<file path="src/rtl/tk1_spi_xfer_pkg.sv">
// Shared definitions for the tk1 SPI master: FSM encoding, byte width, default divider.
// Latency: n/a (types and constants only).
// Backpressure: n/a.
package tk1_spi_xfer_pkg;

    // Transfer FSM. IDLE is the only state in which new work is accepted.
    typedef enum logic [1:0] {
        ST_IDLE = 2'd0,
        ST_LOW  = 2'd1,
        ST_HIGH = 2'd2,
        ST_DONE = 2'd3
    } spi_state_e;

    // Bits per transfer.
    localparam int unsigned SPI_BITS = 8;

    // Default clk cycles per SCK half-period.
    localparam int unsigned SPI_CLK_DIV_DEFAULT = 2;

    // Terminal count of the half-period divider for a given CLK_DIV.
    function automatic logic [7:0] div_last(input int unsigned div);
        return 8'(div - 1);
    endfunction

endpackage

</file>
<file path="src/rtl/tk1_spi_xfer.sv">
// Byte-oriented SPI master (mode 0, MSB first) with firmware-controlled chip select.
// Latency: accepted start -> spi_ready high again in 16*CLK_DIV+2 cycles, spi_rx_data valid with it.
// Backpressure: start/tx_data are accepted only while spi_ready=1; strobes while busy are dropped.
module tk1_spi_xfer
    import tk1_spi_xfer_pkg::*;
#(
    parameter int unsigned CLK_DIV = SPI_CLK_DIV_DEFAULT
) (
    input  logic       clk,
    input  logic       reset_n,
    output logic       spi_ss,
    output logic       spi_sck,
    output logic       spi_mosi,
    input  logic       spi_miso,
    input  logic       spi_enable,
    input  logic       spi_enable_vld,
    input  logic       spi_start,
    input  logic [7:0] spi_tx_data,
    input  logic       spi_tx_data_vld,
    output logic [7:0] spi_rx_data,
    output logic       spi_ready
);

    localparam int unsigned BIT_W = $clog2(SPI_BITS);
    localparam logic [7:0] DIV_LAST = div_last(CLK_DIV);
    localparam logic [BIT_W-1:0] BIT_LAST = BIT_W'(SPI_BITS - 1);

    spi_state_e        state_q;
    logic [7:0]        div_ctr_q;
    logic [BIT_W-1:0]  bit_ctr_q;
    logic [7:0]        tx_reg_q;
    logic [7:0]        rx_shift_q;
    logic [7:0]        rx_data_q;
    logic              ss_q;
    logic              sck_q;
    logic              mosi_q;
    logic              ready_q;

    // End of the current SCK half-period.
    logic div_wrap;
    assign div_wrap = (div_ctr_q == DIV_LAST);

    // FSM, divider, bit counter, shift registers and all output registers in one update.
    always_ff @(posedge clk) begin
        if (!reset_n) begin
            state_q    <= ST_IDLE;
            div_ctr_q  <= '0;
            bit_ctr_q  <= '0;
            tx_reg_q   <= 8'h00;
            rx_shift_q <= 8'h00;
            rx_data_q  <= 8'h00;
            ss_q       <= 1'b1;
            sck_q      <= 1'b0;
            mosi_q     <= 1'b0;
            ready_q    <= 1'b1;
        end else begin
            // Chip select follows firmware in any state; it never aborts a byte in flight.
            if (spi_enable_vld) begin
                ss_q <= ~spi_enable;
            end

            case (state_q)
                ST_IDLE: begin
                    // Data load and start may coincide: the freshly loaded byte is the one sent.
                    if (spi_tx_data_vld) begin
                        tx_reg_q <= spi_tx_data;
                        mosi_q   <= spi_tx_data[7];
                    end
                    if (spi_start) begin
                        state_q   <= ST_LOW;
                        ready_q   <= 1'b0;
                        div_ctr_q <= '0;
                        bit_ctr_q <= '0;
                        sck_q     <= 1'b0;
                    end
                end

                ST_LOW: begin
                    // Rising SCK: sample MISO directly; the slave launched it on the previous fall.
                    if (div_wrap) begin
                        div_ctr_q  <= '0;
                        sck_q      <= 1'b1;
                        rx_shift_q <= {rx_shift_q[6:0], spi_miso};
                        state_q    <= ST_HIGH;
                    end else begin
                        div_ctr_q <= div_ctr_q + 8'd1;
                    end
                end

                ST_HIGH: begin
                    // Falling SCK: either finish the byte or present the next MOSI bit.
                    if (div_wrap) begin
                        div_ctr_q <= '0;
                        sck_q     <= 1'b0;
                        if (bit_ctr_q == BIT_LAST) begin
                            state_q <= ST_DONE;
                        end else begin
                            tx_reg_q  <= {tx_reg_q[6:0], 1'b0};
                            mosi_q    <= tx_reg_q[6];
                            bit_ctr_q <= bit_ctr_q + 1'b1;
                            state_q   <= ST_LOW;
                        end
                    end else begin
                        div_ctr_q <= div_ctr_q + 8'd1;
                    end
                end

                ST_DONE: begin
                    // Publish the byte and reopen for work in the same edge.
                    rx_data_q <= rx_shift_q;
                    ready_q   <= 1'b1;
                    state_q   <= ST_IDLE;
                end

                default: begin
                    state_q <= ST_IDLE;
                end
            endcase
        end
    end

    assign spi_ss      = ss_q;
    assign spi_sck     = sck_q;
    assign spi_mosi    = mosi_q;
    assign spi_rx_data = rx_data_q;
    assign spi_ready   = ready_q;

endmodule

</file>
<file path="config.mk">
export PLATFORM = sky130hd
export DESIGN_NAME = tk1_spi_xfer
export DESIGN_NICKNAME = d
export VERILOG_FILES = /design/src/rtl/tk1_spi_xfer_pkg.sv /design/src/rtl/tk1_spi_xfer.sv
export SDC_FILE = /design/constraint.sdc
export NUM_CORES = 1
export LEC_CHECK = 0
export CAP_MARGIN = 10
export CORE_UTILIZATION = 30
export DETAILED_ROUTE_END_ITERATION = 8
export SLEW_MARGIN = 15
export SYNTH_ARGS = -nofsm -noshare
export SYNTH_HDL_FRONTEND = slang
export SYNTH_SLANG_ARGS = --single-unit
export TNS_END_PERCENT = 50
</file>
<file path="constraint.sdc">
create_clock -name clk -period 5.4 [get_ports clk]
set_input_delay 1.08 -clock clk [delete_from_list [all_inputs] [get_ports clk]]
set_output_delay 1.08 -clock clk [all_outputs]
set_load 0.03 [all_outputs]
</file>
==> results.sh, run 1 <==
export IMPL_slew_violations=0
export IMPL_critPathKind="input port to flop"
export IMPL_crit_family="buffers and inverters"
export IMPL_detailed_place_hpwl_um=2410
export IMPL_gp_congestion=0.774
export IMPL_postSynthAreaPerCell_um2=9.56
export IMPL_cp_required_ns=5.53
export IMPL_num_vias=1455
export IMPL_num_rows=27
export IMPL_worst_slew_pin_slew_ns=0.825
export IMPL_ys_top_cells_by_area="dfxtp_1, mux2i_1, a22oi_1"
export IMPL_rsz0062_at_grt="no"
export IMPL_synth_edf_count=0
export IMPL_top_usage_layer="met2"
export IMPL_seqCellArea_um2=801
export IMPL_r2r_end="bit_ctr_q[0]"
export IMPL_grt_pass1_wl_um=5820
export IMPL_hold_viol_final=0
export IMPL_r2r_slack_ns=3.23
export IMPL_clkTransAtPathRegs_ns=0.07
export IMPL_nets=238
export IMPL_grt_max_degree=30
export IMPL_wl_um=3520
export IMPL_cts_tree="built"
export IMPL_clock_sinks=40
export IMPL_fin_crit_sh_pct=45.5
export IMPL_hold_depth=2
export IMPL_hold_buffers=0
export IMPL_layout_common_cells="dfxtp_1, nor2_1, clkdlybuf4s50_1, mux2i_1, a22oi_1"
export IMPL_crit_buf_inv=2
export IMPL_final_common_cell="dfxtp_1"
export IMPL_finClkSkew_ns=0.00856
export IMPL_worst_path_max_delay_cell="inv_1"
export IMPL_period_needed_ns=2.46
export IMPL_synth_area_um2=1820
export IMPL_fillers=570
export IMPL_drtIter0Drc=67
export IMPL_setup_violations=0
export IMPL_yosysTopAreaCell="dfxtp_1"
export IMPL_cts_buffer_depth=2
export IMPL_postPlaceCellArea_um2=2130
export IMPL_drt_pass1_iterations=4
export IMPL_gr_total_overflow=0
export IMPL_drive_above_1_share_pct=6.02
export IMPL_post_cts_buffers=0
export IMPL_synthCells=190
export IMPL_synth_nets=213
export IMPL_worst_slew_margin_rel_pct=44.9
export IMPL_r2r_start="div_ctr_q[0]"
export IMPL_gr_usage_met1_pct=16.2
export IMPL_avgRoutedWirePerCell_um=12.2
export IMPL_grt_pass1_vias=1303
export IMPL_max_cap_viol_count=0
export IMPL_initial_core_util_pct=32.0
export IMPL_reg2reg_depth=5
export IMPL_io_pins=27
export IMPL_clock_root_buffer="clkbuf_8"
export IMPL_cp_slowest_stage_delay_ns=0.70
export IMPL_critPathCaptureType="flop"
export IMPL_clkLatencyLatePin_ns=0.29
export IMPL_yosysWarnings=0
export IMPL_synth_cell_types=39
export IMPL_core_um2=5680
export IMPL_diodes=0
export IMPL_die_w_um=79.8
export IMPL_yosysSeqAreaShare_pct=44.1
export IMPL_ir_worst_vdd_uv=167
export IMPL_cp_start_kind="input port"
export IMPL_portBuffers=26
export IMPL_whs_ns=0.485
export IMPL_hp_start="tx_reg_q[0]"
export IMPL_drc=0
export IMPL_status="finished clean"
export IMPL_stdcell_area_um2=2290
export IMPL_min_path_type="flop to flop"
export IMPL_cts_resized=0
export IMPL_power_density_nw_per_um2=353
export IMPL_die_h_um=79.8
export IMPL_dieArea_um2=6370
export IMPL_path_cells="clkdlybuf4s50_1 -> inv_1 -> o21ai_0"
export IMPL_track_usage_pct=11.6
export IMPL_synthArstFlopShare_pct=0
export IMPL_final_antenna_net_count=0
export IMPL_drt_vias_per_instance=5.05
export IMPL_clock_fmax_ghz=0.407
export IMPL_worstPathMaxFanout=29
export IMPL_htreeDepth=2
export IMPL_grt_antenna_before_repair=0
export IMPL_numCtsBuffers=5
export IMPL_multiInputGateArea_um2=958
export IMPL_cp_data_arrival_time_ns=2.59
export IMPL_ys_ff_latch=40
export IMPL_ys_flop_type="dfxtp_1"
export IMPL_hold_end="tx_reg_q[0]"
export IMPL_grt_util_met3_pct=2.97
export IMPL_syn_to_final_growth_pct=26.0
export IMPL_grt_use_met2_pct=17.4
export IMPL_p_leak_nw=0.892
export IMPL_synth_top_cell_area_share_pct=44.1
export IMPL_tns_ns=0
how the worst max path moves through the flow:
stage	start	end	slack [ns]	depth (start not counted)
floorplan	reset_n	spi_mosi	3.35	5
global placement	reset_n	spi_sck	2.69	3
detailed placement	reset_n	tx_reg_q[2]	2.62	3
CTS	reset_n	tx_reg_q[2]	2.94	3
global route	reset_n	tx_reg_q[2]	2.80	3
finish	reset_n	tx_reg_q[4]	2.94	3
flip-flops by register name, summed over array words and instances (netlist names):
register / count
tx_reg_q: 7
spi_ready: 1
spi_rx_data: 8
rx_shift_q: 8
spi_ss: 1
div_ctr_q: 8
bit_ctr_q: 3
spi_sck: 1
state_q: 2
spi_mosi: 1
per-stage QoR:
step	setup WS, ns	utilization [%]	total power, mW	std cells
after CTS	2.94	40.3	0.819	288
after detailed placement	2.62	37.5	0.480	280
final	2.94	40.3	0.808	288
after global routing	2.80	40.3	0.850	288
after floorplan	3.35	-	0.440	190
after global placement	2.69	37.5	0.483	280
cells in the mapped netlist (2+ instances only):
cell      instances
dfxtp_1          40
nor2_1           27
mux2i_1          19
a22oi_1          15
nand2_1          13
o21ai_0          12
ha_1              8
clkbuf_1          7
inv_1             5
nand3_1           4
a21oi_1           3
xnor2_1           3
a22o_1            2
a31oi_1           2
nand4_1           2
nor3_1            2
o21a_1            2
or3_1             2
xor2_1            2
layout make-up:
type                       instances  area share (%)
multi-input combinational        137            41.9
sequential                        40            35.0
timing repair buffer              26            11.4
clock inverter                     3            3.94
tap                               72            3.94
clock buffer                       5            3.01
inverter                           5           0.821
layer usage:
layer	share of wire, %	vias to the layer above
met4	0.82	0
met1	54	668
met5	0	-
met2	40	44
li1	-	738
met3	5.4	5
power breakdown:
| part | total, mW | internal (mW) | switching, mW | leakage [nW] |
|---|---|---|---|---|
| Clock | 0.334 | 0.231 | 0.103 | 0.0784 |
| Combinational | 0.148 | 0.0647 | 0.0832 | 0.490 |
| Sequential | 0.326 | 0.311 | 0.0147 | 0.324 |
cells by family (layout without fill, tap and decap cells):
logic type,count (synthesis),after routing,share of synthesized area (%)
xor gates and xnor gates,5,5,2.41
and+or+nand+nor,59,59,15.3
buffers and inverters,13,39,3.10
adders and majority gates,8,8,5.51
DFF,40,40,44.1
AOI/OAI and AO/OA,44,44,17.6
muxes,21,21,11.9
worst reg2reg max path: stages, from the launching register on:
cell and delay, ns:
dfxtp_1 0.40, ha_1 0.18, or4b_4 0.52, o311a_1 0.49, a21o_1 0.23, mux2_4 0.25
No activity file was read; power rests on OpenSTA's default activity.
==> inputs of run 2 (changes only) <==
==> constraint.sdc (replaced) <==
create_clock -name clk -period 2.21 [get_ports clk]
set_input_delay 0.442 -clock clk [delete_from_list [all_inputs] [get_ports clk]]
set_output_delay 0.442 -clock clk [all_outputs]
set_load 0.03 [all_outputs]
==> run 2 against run 1 <==
Against the previous run: worst hold slack lost 0.0026 ns; die area is the same; clock-buffer cell count grew 1; routed wire length grew 6.3%; sequential share of layout area shrank 0.36 points; combinational power grew to 2.8 times the previous value; via count is the same; largest cell class unchanged; highest routed layer unchanged.
==> results.sh, run 2 (synthesis results as in run 1) <==
export IMPL_syn_to_final_growth_pct=27.3
export IMPL_clock_sinks=40
export IMPL_grt_max_degree=14
export IMPL_worst_slew_margin_rel_pct=61.9
export IMPL_diodes=0
export IMPL_cp_data_arrival_time_ns=2.23
export IMPL_tns_ns=0
export IMPL_numCtsBuffers=5
export IMPL_hold_viol_final=0
export IMPL_clkTransAtPathRegs_ns=0.08
export IMPL_detailed_place_hpwl_um=2670
export IMPL_postPlaceCellArea_um2=2200
export IMPL_gr_total_overflow=0
export IMPL_wl_um=3740
export IMPL_initial_core_util_pct=32.0
export IMPL_num_rows=27
export IMPL_worst_path_max_delay_cell="or4b_4"
export IMPL_post_cts_buffers=0
export IMPL_finClkSkew_ns=0.00958
export IMPL_dieArea_um2=6370
export IMPL_setup_violations=0
export IMPL_num_vias=1455
export IMPL_cts_resized=0
export IMPL_cts_buffer_depth=2
export IMPL_fin_crit_sh_pct=93.5
export IMPL_drive_above_1_share_pct=9.73
export IMPL_layout_common_cells="dfxtp_1, nor2_1, clkdlybuf4s50_1, mux2i_1, a22oi_1"
export IMPL_grt_pass1_wl_um=6530
export IMPL_final_antenna_net_count=0
export IMPL_track_usage_pct=13.1
export IMPL_cp_start_kind="flop"
export IMPL_critPathKind="flop to flop"
export IMPL_crit_buf_inv=1
export IMPL_avgRoutedWirePerCell_um=12.5
export IMPL_final_util_pct=40.7
export IMPL_clock_fmax_ghz=0.484
export IMPL_period_needed_ns=2.07
export IMPL_min_path_type="flop to flop"
export IMPL_grt_antenna_before_repair=0
export IMPL_nets=248
export IMPL_drtIter0Drc=46
export IMPL_cp_required_ns=2.38
export IMPL_power_density_nw_per_um2=776
export IMPL_drt_vias_per_instance=4.88
export IMPL_crit_family="compound AO/OA/AOI/OAI gates"
export IMPL_io_pins=27
export IMPL_drt_pass1_iterations=4
export IMPL_final_common_cell="dfxtp_1"
export IMPL_drc=0
export IMPL_slew_violations=0
export IMPL_worstPathMaxFanout=8
export IMPL_rsz0062_at_grt="no"
export IMPL_clock_root_buffer="clkbuf_8"
export IMPL_critPathCaptureType="flop"
export IMPL_die_w_um=79.8
export IMPL_core_um2=5680
export IMPL_final_cells=298
export IMPL_fillers=577
export IMPL_gp_congestion=0.724
export IMPL_grt_pass1_vias=1399
export IMPL_max_cap_viol_count=0
export IMPL_status="finished clean"
export IMPL_worst_slew_pin_slew_ns=0.571
export IMPL_cts_tree="built"
export IMPL_power_total_mw=1.79
export IMPL_portBuffers=26
export IMPL_stdcell_area_um2=2310
export IMPL_hold_buffers=0
export IMPL_clkLatencyLatePin_ns=0.29
export IMPL_place_inst=290
export IMPL_die_h_um=79.8
export IMPL_ir_worst_vdd_uv=422
export IMPL_cp_slowest_stage_delay_ns=0.51
export IMPL_path_cells="ha_1 -> or4b_4 -> o311a_1 -> buf_4 -> a22oi_1 -> o21ai_0"
export IMPL_p_leak_nw=0.917
export IMPL_htreeDepth=2
==> run 2: cell count changes in the layout (fill, tap and decap cells not counted) <==
cell,delta
buf_4,+10
bufinv_16,-2
clkbuf_1,+1
clkinv_2,+1
==> run 2: layout make-up <==
| cell class | instances | area, µm² | area share, % |
|---|---|---|---|
| Multi-Input combinational cell | 137 | 958 | 41.5 |
| Clock buffer | 6 | 72.6 | 3.14 |
| Inverter | 5 | 18.8 | 0.812 |
| Clock inverter | 2 | 35.0 | 1.52 |
| Sequential cell | 40 | 801 | 34.7 |
| Tap cell | 72 | 90.1 | 3.90 |
| Timing Repair Buffer | 36 | 335 | 14.5 |
==> run 2: power breakdown <==
group          switching (mW)  internal [mW]
clock                   0.253          0.335
sequential             0.0365          0.760
combinational           0.215          0.193
total                   0.505           1.29
==> run 2: worst reg2reg max path: stages (launching register included) <==
cell and delay (ns):
dfxtp_1 0.41, ha_1 0.19, or4b_4 0.51, o311a_1 0.38, buf_4 0.17, a22oi_1 0.18
o21ai_0 0.12
==> run 2: final timing paths <==
| path | start | to | slack, ns | depth (start not counted) |
|---|---|---|---|---|
| worst max-delay path | div_ctr_q[0] | tx_reg_q[2] | 0.14 | 6 |
| worst min register to register | spi_sck | spi_sck | 0.48 | 2 |
| worst min-delay path | spi_sck | spi_sck | 0.48 | 2 |
| worst max register to register | div_ctr_q[0] | tx_reg_q[2] | 0.14 | 6 |
==> run 2: metrics by stage <==
step | setup WS (ns) | hold WS, ns
3_5_place_dp | 0.157 | 0.469
3_3_place_gp | 0.201 | 0.471
5_1_grt | 0.0284 | 0.518
6_report | 0.143 | 0.483
2_1_floorplan | 0.164 | 0.445
4_1_cts | 0.150 | 0.484
==> run 2: layer usage <==
| layer | part of all wire (%) | up-vias | global-route usage, % |
|---|---|---|---|
| met2 | 42 | 31 | 19.8 |
| met5 | 0 | - | 0 |
| li1 | - | 757 | - |
| met1 | 53 | 664 | 18.3 |
| met4 | 0.67 | 0 | 3.39 |
| met3 | 4.6 | 3 | 3.31 |
